### src/rtl/gelato_fetch_skd_pkg.sv
// Shared types and helpers for the fetch scheduler slice.
// `WARP_NUM sets the warp count (power of two, >= 2), default 8.
`ifndef WARP_NUM
`define WARP_NUM 8
`endif

package gelato_fetch_skd_pkg;

  localparam int WARP_NUM    = `WARP_NUM;
  localparam int WARP_BITS   = (WARP_NUM > 1) ? $clog2(WARP_NUM) : 1;
  localparam int ADDR_WIDTH  = 32;
  localparam int SPLIT_WIDTH = 4;
  localparam int INST_BITS   = 32;

  typedef logic [WARP_BITS-1:0]   warp_num_t;
  typedef logic [ADDR_WIDTH-1:0]  addr_t;
  typedef logic [SPLIT_WIDTH-1:0] split_table_num_t;
  typedef logic [INST_BITS-1:0]   inst_t;

  typedef struct packed {
    addr_t     pc;
    warp_num_t warp;
    logic      epoch;
  } fetch_req_t;

  // One-hot warp mask, all zero when en is low.
  function automatic logic [WARP_NUM-1:0] warp_onehot(input logic en, input warp_num_t w);
    logic [WARP_NUM-1:0] v;
    v = '0;
    if (en) begin
      v[w] = 1'b1;
    end else begin
      v = '0;
    end
    return v;
  endfunction

  // Increment that sticks at all-ones instead of wrapping.
  function automatic logic [31:0] sat_inc(input logic [31:0] c, input logic en);
    if (en && (c != 32'hFFFF_FFFF)) begin
      return c + 32'd1;
    end else begin
      return c;
    end
  endfunction

endpackage

### src/rtl/gelato_pctable_fetchskd_if.sv
// PC table -> fetch scheduler bundle: per-warp pc state plus warp activation.
interface gelato_pctable_fetchskd_if;
  import gelato_fetch_skd_pkg::*;

  logic [WARP_NUM-1:0] valid;
  addr_t               pc              [WARP_NUM];
  split_table_num_t    split_table_num [WARP_NUM];
  logic                activate_valid;
  warp_num_t           activate_warp_num;

  modport master (
    output valid, pc, split_table_num, activate_valid, activate_warp_num
  );

  modport slave (
    input valid, pc, split_table_num, activate_valid, activate_warp_num
  );
endinterface

### src/rtl/gelato_rr_arbiter.sv
// Combinational round-robin pick: first requester after ptr, wrapping.
// The pointer itself lives in the parent.
module gelato_rr_arbiter
  import gelato_fetch_skd_pkg::*;
#(
  parameter int WARPS = WARP_NUM
) (
  input  logic [WARPS-1:0] req,
  input  warp_num_t        ptr,
  output logic             grant_valid,
  output warp_num_t        grant
);

  warp_num_t idx_s;

  // Scan ptr+1 .. ptr+WARPS; power-of-two width makes the wrap free.
  always_comb begin
    grant_valid = 1'b0;
    grant       = '0;
    idx_s       = '0;
    for (int i = 1; i <= WARPS; i++) begin
      idx_s = ptr + warp_num_t'(i);
      if (!grant_valid && req[idx_s]) begin
        grant_valid = 1'b1;
        grant       = idx_s;
      end else begin
        grant_valid = grant_valid;
      end
    end
  end

endmodule

### src/rtl/gelato_fetch_skd.sv
// Fetch scheduler: picks an eligible warp round-robin, issues one I-cache
// fetch per warp, and forwards epoch-matched responses to decode.
// Optional: define GELATO_FETCH_PERF_EN for saturating perf counters.
module gelato_fetch_skd
  import gelato_fetch_skd_pkg::*;
#(
  parameter int WARPS      = WARP_NUM,
  parameter int INST_WIDTH = 32
) (
  input  logic                      clk,
  input  logic                      rst_n,
  gelato_pctable_fetchskd_if.slave  pctable,
  output logic                      req_valid,
  input  logic                      req_ready,
  output addr_t                     req_pc,
  output warp_num_t                 req_warp,
  output logic                      req_epoch,
  input  logic                      rsp_valid,
  output logic                      rsp_ready,
  input  warp_num_t                 rsp_warp,
  input  logic                      rsp_epoch,
  input  logic [INST_WIDTH-1:0]     rsp_inst,
  input  logic                      flush_valid,
  input  warp_num_t                 flush_warp,
  output logic                      out_valid,
  input  logic                      out_ready,
  output warp_num_t                 out_warp,
  output addr_t                     out_pc,
  output split_table_num_t          out_split,
  output logic [INST_WIDTH-1:0]     out_inst
`ifdef GELATO_FETCH_PERF_EN
  ,
  output logic [31:0]               perf_issue_cnt,
  output logic [31:0]               perf_stall_cnt,
  output logic [31:0]               perf_drop_cnt
`endif
);

  logic [WARPS-1:0]        active_r;
  logic [WARPS-1:0]        pending_r;
  logic [WARPS-1:0]        epoch_r;
  warp_num_t               ptr_r;
  logic                    req_valid_r;
  fetch_req_t              req_r;
  addr_t                   slot_pc_r    [WARPS];
  split_table_num_t        slot_split_r [WARPS];
  logic                    out_valid_r;
  warp_num_t               out_warp_r;
  addr_t                   out_pc_r;
  split_table_num_t        out_split_r;
  logic [INST_WIDTH-1:0]   out_inst_r;

  logic [WARPS-1:0]        flush_mask_s;
  logic [WARPS-1:0]        act_mask_s;
  logic [WARPS-1:0]        eligible_s;
  logic [WARPS-1:0]        grant_mask_s;
  logic [WARPS-1:0]        rsp_mask_s;
  logic                    grant_valid_s;
  warp_num_t               grant_s;
  logic                    can_issue_s;
  logic                    withdraw_s;
  logic                    grant_fire_s;
  logic                    rsp_fire_s;
  logic                    rsp_hit_s;

  // A flushed warp is masked out of arbitration so the flush wins the cycle.
  assign flush_mask_s = warp_onehot(flush_valid, flush_warp);
  assign act_mask_s   = warp_onehot(pctable.activate_valid, pctable.activate_warp_num);
  assign eligible_s   = active_r & pctable.valid & ~pending_r & ~flush_mask_s;

  gelato_rr_arbiter #(.WARPS(WARPS)) u_arb (
    .req         (eligible_s),
    .ptr         (ptr_r),
    .grant_valid (grant_valid_s),
    .grant       (grant_s)
  );

  // A pending request may only be replaced once it is accepted; a flush of
  // its own warp is the single case where it is pulled back.
  assign can_issue_s  = !req_valid_r || req_ready;
  assign withdraw_s   = req_valid_r && !req_ready && flush_valid && (flush_warp == req_r.warp);
  assign grant_fire_s = can_issue_s && grant_valid_s;
  assign grant_mask_s = warp_onehot(grant_fire_s, grant_s);

  // Responses are taken whenever the output register is free or draining;
  // only a pending, epoch-matched, unflushed warp produces an instruction.
  assign rsp_ready  = !out_valid_r || out_ready;
  assign rsp_fire_s = rsp_valid && rsp_ready;
  assign rsp_hit_s  = rsp_fire_s && pending_r[rsp_warp] && (rsp_epoch == epoch_r[rsp_warp])
                      && !flush_mask_s[rsp_warp];
  assign rsp_mask_s = warp_onehot(rsp_hit_s, rsp_warp);

  assign req_valid = req_valid_r;
  assign req_pc    = req_r.pc;
  assign req_warp  = req_r.warp;
  assign req_epoch = req_r.epoch;
  assign out_valid = out_valid_r;
  assign out_warp  = out_warp_r;
  assign out_pc    = out_pc_r;
  assign out_split = out_split_r;
  assign out_inst  = out_inst_r;

  // Per-warp state: activation beats a same-cycle grant, flush beats everything.
  always_ff @(posedge clk) begin
    if (!rst_n) begin
      active_r  <= '0;
      pending_r <= '0;
      epoch_r   <= '0;
    end else begin
      active_r  <= ((active_r & ~grant_mask_s) | act_mask_s) & ~flush_mask_s;
      pending_r <= (pending_r | grant_mask_s) & ~rsp_mask_s & ~flush_mask_s;
      epoch_r   <= epoch_r ^ flush_mask_s;
    end
  end

  // Request register and round-robin pointer.
  always_ff @(posedge clk) begin
    if (!rst_n) begin
      req_valid_r <= 1'b0;
      req_r       <= '0;
      ptr_r       <= warp_num_t'(WARPS - 1);
    end else if (withdraw_s) begin
      req_valid_r <= 1'b0;
    end else if (can_issue_s) begin
      req_valid_r <= grant_valid_s;
      if (grant_valid_s) begin
        req_r <= '{pc: pctable.pc[grant_s], warp: grant_s, epoch: epoch_r[grant_s]};
        ptr_r <= grant_s;
      end else begin
        ptr_r <= ptr_r;
      end
    end else begin
      req_valid_r <= req_valid_r;
    end
  end

  // Pending slots keep pc/split of the in-flight fetch for tagging its response.
  always_ff @(posedge clk) begin
    for (int w = 0; w < WARPS; w++) begin
      if (!rst_n) begin
        slot_pc_r[w]    <= '0;
        slot_split_r[w] <= '0;
      end else if (grant_mask_s[w]) begin
        slot_pc_r[w]    <= pctable.pc[w];
        slot_split_r[w] <= pctable.split_table_num[w];
      end else begin
        slot_pc_r[w]    <= slot_pc_r[w];
        slot_split_r[w] <= slot_split_r[w];
      end
    end
  end

  // Decode-facing register: loads on a matching response, clears on handshake.
  always_ff @(posedge clk) begin
    if (!rst_n) begin
      out_valid_r <= 1'b0;
      out_warp_r  <= '0;
      out_pc_r    <= '0;
      out_split_r <= '0;
      out_inst_r  <= '0;
    end else if (rsp_hit_s) begin
      out_valid_r <= 1'b1;
      out_warp_r  <= rsp_warp;
      out_pc_r    <= slot_pc_r[rsp_warp];
      out_split_r <= slot_split_r[rsp_warp];
      out_inst_r  <= rsp_inst;
    end else if (out_ready) begin
      out_valid_r <= 1'b0;
    end else begin
      out_valid_r <= out_valid_r;
    end
  end

`ifdef GELATO_FETCH_PERF_EN
  logic rsp_drop_s;
  assign rsp_drop_s = rsp_fire_s && !rsp_hit_s;

  // Saturating event counters for issues, stalls and dropped responses.
  always_ff @(posedge clk) begin
    if (!rst_n) begin
      perf_issue_cnt <= 32'd0;
      perf_stall_cnt <= 32'd0;
      perf_drop_cnt  <= 32'd0;
    end else begin
      perf_issue_cnt <= sat_inc(perf_issue_cnt, req_valid_r && req_ready);
      perf_stall_cnt <= sat_inc(perf_stall_cnt, req_valid_r && !req_ready);
      perf_drop_cnt  <= sat_inc(perf_drop_cnt, rsp_drop_s);
    end
  end
`endif

endmodule

### src/flat_wrapper.sv
// flat-port wrapper written by rule: the top's interface ports become plain ports
module gelato_fetch_skd_flat import gelato_fetch_skd_pkg::*;
#(
  parameter int WARPS      = WARP_NUM,
  parameter int INST_WIDTH = 32
)
  (clk, rst_n, req_valid, req_ready, req_pc, req_warp, req_epoch, rsp_valid, rsp_ready, rsp_warp, rsp_epoch, rsp_inst, flush_valid, flush_warp, out_valid, out_ready, out_warp, out_pc, out_split, out_inst, pctable_valid, pctable_pc, pctable_split_table_num, pctable_activate_valid, pctable_activate_warp_num);
  gelato_pctable_fetchskd_if pctable_i ();
  input  logic clk;
  input  logic rst_n;
  output logic req_valid;
  input  logic req_ready;
  output addr_t req_pc;
  output warp_num_t req_warp;
  output logic req_epoch;
  input  logic rsp_valid;
  output logic rsp_ready;
  input  warp_num_t rsp_warp;
  input  logic rsp_epoch;
  input  logic [INST_WIDTH-1:0] rsp_inst;
  input  logic flush_valid;
  input  warp_num_t flush_warp;
  output logic out_valid;
  input  logic out_ready;
  output warp_num_t out_warp;
  output addr_t out_pc;
  output split_table_num_t out_split;
  output logic [INST_WIDTH-1:0] out_inst;
  input wire logic [$bits(pctable_i.valid)-1:0] pctable_valid;
  input wire logic [$bits(pctable_i.pc)-1:0] pctable_pc;
  input wire logic [$bits(pctable_i.split_table_num)-1:0] pctable_split_table_num;
  input wire logic [$bits(pctable_i.activate_valid)-1:0] pctable_activate_valid;
  input wire logic [$bits(pctable_i.activate_warp_num)-1:0] pctable_activate_warp_num;
  assign pctable_i.valid = pctable_valid;
  assign pctable_i.pc = {>>{pctable_pc}};
  assign pctable_i.split_table_num = {>>{pctable_split_table_num}};
  assign pctable_i.activate_valid = pctable_activate_valid;
  assign pctable_i.activate_warp_num = pctable_activate_warp_num;
  gelato_fetch_skd #(.WARPS(WARPS), .INST_WIDTH(INST_WIDTH)) u_core (.clk(clk), .rst_n(rst_n), .pctable(pctable_i), .req_valid(req_valid), .req_ready(req_ready), .req_pc(req_pc), .req_warp(req_warp), .req_epoch(req_epoch), .rsp_valid(rsp_valid), .rsp_ready(rsp_ready), .rsp_warp(rsp_warp), .rsp_epoch(rsp_epoch), .rsp_inst(rsp_inst), .flush_valid(flush_valid), .flush_warp(flush_warp), .out_valid(out_valid), .out_ready(out_ready), .out_warp(out_warp), .out_pc(out_pc), .out_split(out_split), .out_inst(out_inst));
endmodule
### config.mk
export PLATFORM = sky130hd
export DESIGN_NAME = gelato_fetch_skd_flat
export DESIGN_NICKNAME = d
export VERILOG_FILES = /design/src/rtl/gelato_fetch_skd_pkg.sv /design/src/rtl/gelato_pctable_fetchskd_if.sv /design/src/rtl/gelato_rr_arbiter.sv /design/src/rtl/gelato_fetch_skd.sv /design/src/flat_wrapper.sv
export SDC_FILE = /design/constraint.sdc
export NUM_CORES = 1
export LEC_CHECK = 0
export BUFFER_PORTS_ARGS = -buffer_cell sky130_fd_sc_hd__buf_2
export CORE_UTILIZATION = 50
export CTS_CLUSTER_DIAMETER = 120
export CTS_CLUSTER_SIZE = 24
export DETAILED_ROUTE_END_ITERATION = 8
export PLACE_DENSITY = 0.78
export SYNTH_ARGS = -nofsm -noshare
export SYNTH_HDL_FRONTEND = slang
export SYNTH_SLANG_ARGS = --single-unit
### constraint.sdc
create_clock -name clk -period 20.8 [get_ports clk]
set_clock_uncertainty 0.1 [all_clocks]
set_input_delay 2.08 -clock clk [delete_from_list [all_inputs] [get_ports clk]]
set_output_delay 2.08 -clock clk [all_outputs]
set_load 0.01 [all_outputs]
Yosys cells after proc, flatten, opt, wreduce, memory -nomap -nowiden
Memory sizes are Yosys's and may differ from the RTL's. A register that Yosys moved wholly into a read port is not among the register bits.
Index checks and enable logic that the tools add are counted.

word-level totals
  bits in registers = 100
  latch bits = 0
  memory bits (writable) = 288
  bits in read-only memories = 0
  input port bits = 345
  output and inout bits = 110
  word-level logic and storage cells = 279
  memories kept = 2

operators by class
  add/sub/neg operators = 7
  $mul = 0
  divide/modulo/power cells = 0
  $lt $le $gt $ge = 17
  equality and inequality tests = 10
  shift operators = 0
  multiplexer cells = 138
  bitwise operators = 49
  reductions and logical operators = 45

memories
  memory               depth  bits a word  rd ports  clocked after Yosys merged registers in  wr ports  line                    RTL
  u_core.slot_pc_r     8      32           1         1                                        8         gelato_fetch_skd.sv:45  addr_t slot_pc_r [WARPS];
  u_core.slot_split_r  8      4            1         1                                        8         gelato_fetch_skd.sv:46  split_table_num_t slot_split_r [WARPS];

operators with widths
  cell                                                                           count
  32-bit two-way mux                                                             18
  32-bit binary-select mux with 3-bit select                                     1
  1-bit two-way mux                                                              75
  4-bit two-way mux                                                              16
  8-bit AND                                                                      7
  3-bit by 4-bit less-than comparator with 1-bit output (second input constant)  12
  1-bit binary-select mux with 3-bit select                                      12
  8-bit two-way mux                                                              4
  8-bit inverter                                                                 4
  1-bit bitwise OR                                                               32
  3-bit two-way mux                                                              8
  1-bit logical AND                                                              19
  8-bit bitwise OR                                                               2
  2-bit AND reduction                                                            8
  1-bit logical NOT                                                              13
  3-bit adder (second input constant)                                            4
  1-bit demux with 3-bit select                                                  4
  3-bit by 1-bit >= comparator with 1-bit output (second input constant)         4
  0-bit inequality test                                                          8
  8-bit bitwise XOR                                                              1
  3-bit by 2-bit adder with 3-bit output (second input constant)                 2
  4-bit >= comparator (second input constant)                                    1
  3-bit inverter with 4-bit output                                               1
  3-bit by 1-bit adder with 3-bit output (second input constant)                 1
  7 further kinds                                                                9

Longest topological paths before layout
  word-level depth = 41
  mapped depth = 16
  depth with buffers taken out = 10

By module
From an unflattened synthesis, not the netlist that was laid out.

second synthesis, totals
  cell total of the unflattened synthesis = 1726
  area, all modules = 21132.8 sq um

modules (own cells, without submodules)
  module             times used  cells an instance  area an instance (sq um)  seq. area each (sq um)
  gelato_fetch_skd   1           1633               20347.0                   11370.9
  gelato_rr_arbiter  1           93                 785.8                     0.0

Worst setup path before layout
No wires, ideal clock.

  kind = input -> register
  start point = input flush_warp[2]
  end point = memory u_core.slot_pc_r[6][0] in the netlist's numbering (enable)
  library setup time = 0.479 ns
  arrival = 8.119 ns
  data required time = 20.221 ns
  path slack = 12.102 ns
  cell stages on the path = 15
  path buffers = 6
  cells stage by stage = buf_2 > or4b_4 > and4b_1 > buf_2 > mux2_2 > mux4_2 > or2_0 > buf_2 > or4_4 > o21ai_4 > buf_6 > buf_2 > buf_2 > nand2_1 > o21ai_0

RTL lines
  what         line                    RTL
  from (decl)  flat_wrapper.sv:22      input warp_num_t flush_warp;
  to (decl)    gelato_fetch_skd.sv:45

==> metrics.md <==
| Metric | Value |
|---|---|
| Outcome | finished clean |
| DP HPWL | 50500 µm |
| Die height | 209 µm |
| Commonest non-fill, non-tap cell in the layout | buf_2 |
| CTS tree | yes |
| Setup crit start kind | input port |
| Synth Cell Area | 21400 µm² |
| Final #Nets | 2484 |
| PortBufs | 454 |
| CP Class | input port to flip-flop |
| DIE AREA | 43600 µm² |
| Synth cell types | 69 |
| Final Hold Viols | 0 |
| Max-cap violation count | 0 |
| Most frequent cells in the layout | buf_2 (452), and2_1 (366), edfxtp_1 (288) |
| Fin area | 24600 µm² |
| Synth-to-Final Area Change | 15.2% |
| Vias per Instance | 6.60 |
| # DRC | 0 |
| Pin count of the biggest net entering global routing | 84 |
| Ports | 455 |
| Vias | 17.8k |
| HP Class | flip-flop to flip-flop |
| Synth Register Bits | 424 |
| GRT Resource Usage Total | 33.8% |
| CP Buf/Inv Count | 3 |
| Final Cycle Share | 36.7% |
| RSZ-0062 raised after global routing | false |
| Primary FF master, synth | edfxtp_1 |
| Fin Setup TNS | 0 ns |
| Die width | 209 µm |
| Clk_lat worst skew | 0.56 ns |
| Site Rows | 75 |
| Setup violations, final | 0 |
| Relative slew slack | 21.2% |
| Sequential-to-total area share from yosys stat | 53.2% |
| Peak VDD IR | 138 µV |
| Worst-path cell chain | buf_2 > or4b_4 > and4b_1 > mux2_2 > mux4_2 > or2_0 > nor3_2 > a21oi_4 > buf_4 > a21bo_4 > buf_4 > nor3_1 > nand2b_2 |
| CP delay by family, top | simple AND/OR/NAND/NOR gates |
| Share of cells above drive strength 1 | 30.2% |
| Placed insts | 2653 |
| Cts hold-fix bufs | 0 |
| Final Critical Period | 7.63 ns |
| Worst-case clock buffer depth | 3 |
| Crit path largest cell delay | 0.80 ns |
| TritonRoute pass-1 iters | 5 |
| Grt total ovfl | 0 |
| Core area | 42000 µm² |
| Wire per inst | 28.1 µm |
| Fin util | 58.6% |
| Number of antenna violations at the first check in global routing | 3 |
| Number of flops mapped to enable cells by yosys | 288 |
| Async S/R FF share, synth | 0% |
| Pwr Density | 109 nW/µm² |
| Area after DPL | 24000 µm² |
| Reg clk slew, reported paths | 0.11 ns |
| First-pass GRT wire length | 110000 µm |
| 1st-iter DRT viols | 2009 |
| Initial Util | 50.9% |
| Final Power | 2.68 mW |
| Routed Wire Length | 75700 µm |
| Setup Buffers After CTS | 0 |
| Maximum level of the CTS H-tree | 1 |
| Critical Path RT | 20.75 ns |
| Layout Cells excl Fill | 2692 |
| Worst slew pin tran | 1.18 ns |
| Fmax | 131 MHz |
| Post-route ant nets | 0 |
| CTS buffer count | 21 |
| Static Leak | 9.87 nW |
| Root Driver | clkbuf_16 |
| Slew Limit Fails | 0 |
| Most frequent CP cell | buf_4 |
| Clk sinks | 424 |
| Gpl congestion | 0.986 |
| Mapped Nets | 2138 |
| Post-synthesis cell count | 1791 |
| Data arrival time of the critical path | 7.58 ns |
| Avg Synthesized Cell Area | 11.9 µm² |
| Resized Gates After CTS | 0 |
| Vias in the first global route | 17.2k |
| Crit end category | flip-flop |
| Crit-path slowest cell | nand2b_2 |
| Ys Warns | 0 |
| Max FO, Critical Path | 80 |
path summary, 6_finish.rpt:
check                                start                                      end  slack [ns]  depth (start not counted)
max reg2reg   u_core.ptr_r[0]$_SDFFE_PN1P_     u_core.slot_pc_r[1][8]$_SDFFCE_PN0P_       13.60                         13
max                          flush_warp[2]  u_core.slot_split_r[3][0]$_SDFFCE_PN0P_       13.17                         13
min          u_core.active_r[7]$_SDFF_PN0_            u_core.active_r[7]$_SDFF_PN0_        0.39                          2
min reg2reg  u_core.active_r[7]$_SDFF_PN0_            u_core.active_r[7]$_SDFF_PN0_        0.39                          2
area by class of cell:
class	instances	area, µm²
multi-input combinational	1196	9400
sequential	424	11400
tap	539	674
inverter	6	22.5
clock buffer	36	592
timing repair buffer	488	2560
fill	3437	17400
clock inverter	1	8.76
antenna	2	5.00
power breakdown:
| group | total (mW) | internal, mW | switching [mW] |
|---|---|---|---|
| Sequential | 1.14 | 1.07 | 0.0674 |
| Clock | 0.470 | 0.197 | 0.273 |
| Combinational | 1.07 | 0.359 | 0.715 |
state kept, by name, summed over array words and instances, names as in the netlist, 4 cells and up:
register / flops
u_core.epoch_r: 8
u_core.slot_split_r: 32
u_core.slot_pc_r: 256
u_core.out_pc: 32
u_core.out_inst: 32
u_core.active_r: 8
u_core.out_split: 4
u_core.pending_r: 8
u_core.req_pc: 32
worst reg2reg max path: cells and delay by family, from the launching register on:
kind / cells / cell delay, ns
buffers and inverters: 4 / 1.97
muxes: 1 / 0.39
xor gates and xnor gates: 1 / 0.58
and+or+nand+nor: 3 / 0.99
adders and majority gates: 1 / 0.43
DFF: 1 / 0.91
AOI/OAI and AO/OA: 3 / 1.42
cells in the mapped netlist, types with 38 or more instances:
| library cell | count | area share, % |
|---|---|---|
| and2_1 | 368 | 11 |
| edfxtp_1 | 288 | 40 |
| dfxtp_1 | 136 | 13 |
| clkbuf_1 | 111 | 1.9 |
| mux2_2 | 78 | 4.1 |
| a2111oi_0 | 66 | 2.7 |
| mux2i_1 | 63 | 2.9 |
| a22oi_1 | 59 | 2.1 |
| nand2_1 | 50 | 0.88 |
| nor2b_1 | 44 | 1.3 |
| o31ai_1 | 42 | 1.5 |
| o211a_1 | 38 | 1.8 |
per-layer routing:
metal	global-route usage, %	routed length (µm)
met2	54.8	35300
met5	0	36
met1	44.1	28600
met4	15.5	3710
met3	5.95	8020
logic make-up after synthesis:
kind of cell | count (synthesis) | share of synthesized area [%]
buffers and inverters | 171 | 3.52
AO/OA/AOI/OAI | 385 | 14.5
AND/OR/NAND/NOR | 617 | 17.9
flip-flops | 424 | 53.2
XOR/XNOR | 18 | 0.737
adder cells (fa/ha/maj) | 2 | 0.117
multiplexers | 174 | 10.1
stage by stage:
step	setup WS, ns	hold slack (ns)
after floorplan	12.10	0.342
final	13.17	0.392
after detailed placement	12.73	0.377
after global routing	12.97	0.413
after global placement	12.90	0.372
after CTS	13.29	0.391
(Power assumes the default switching activity.)
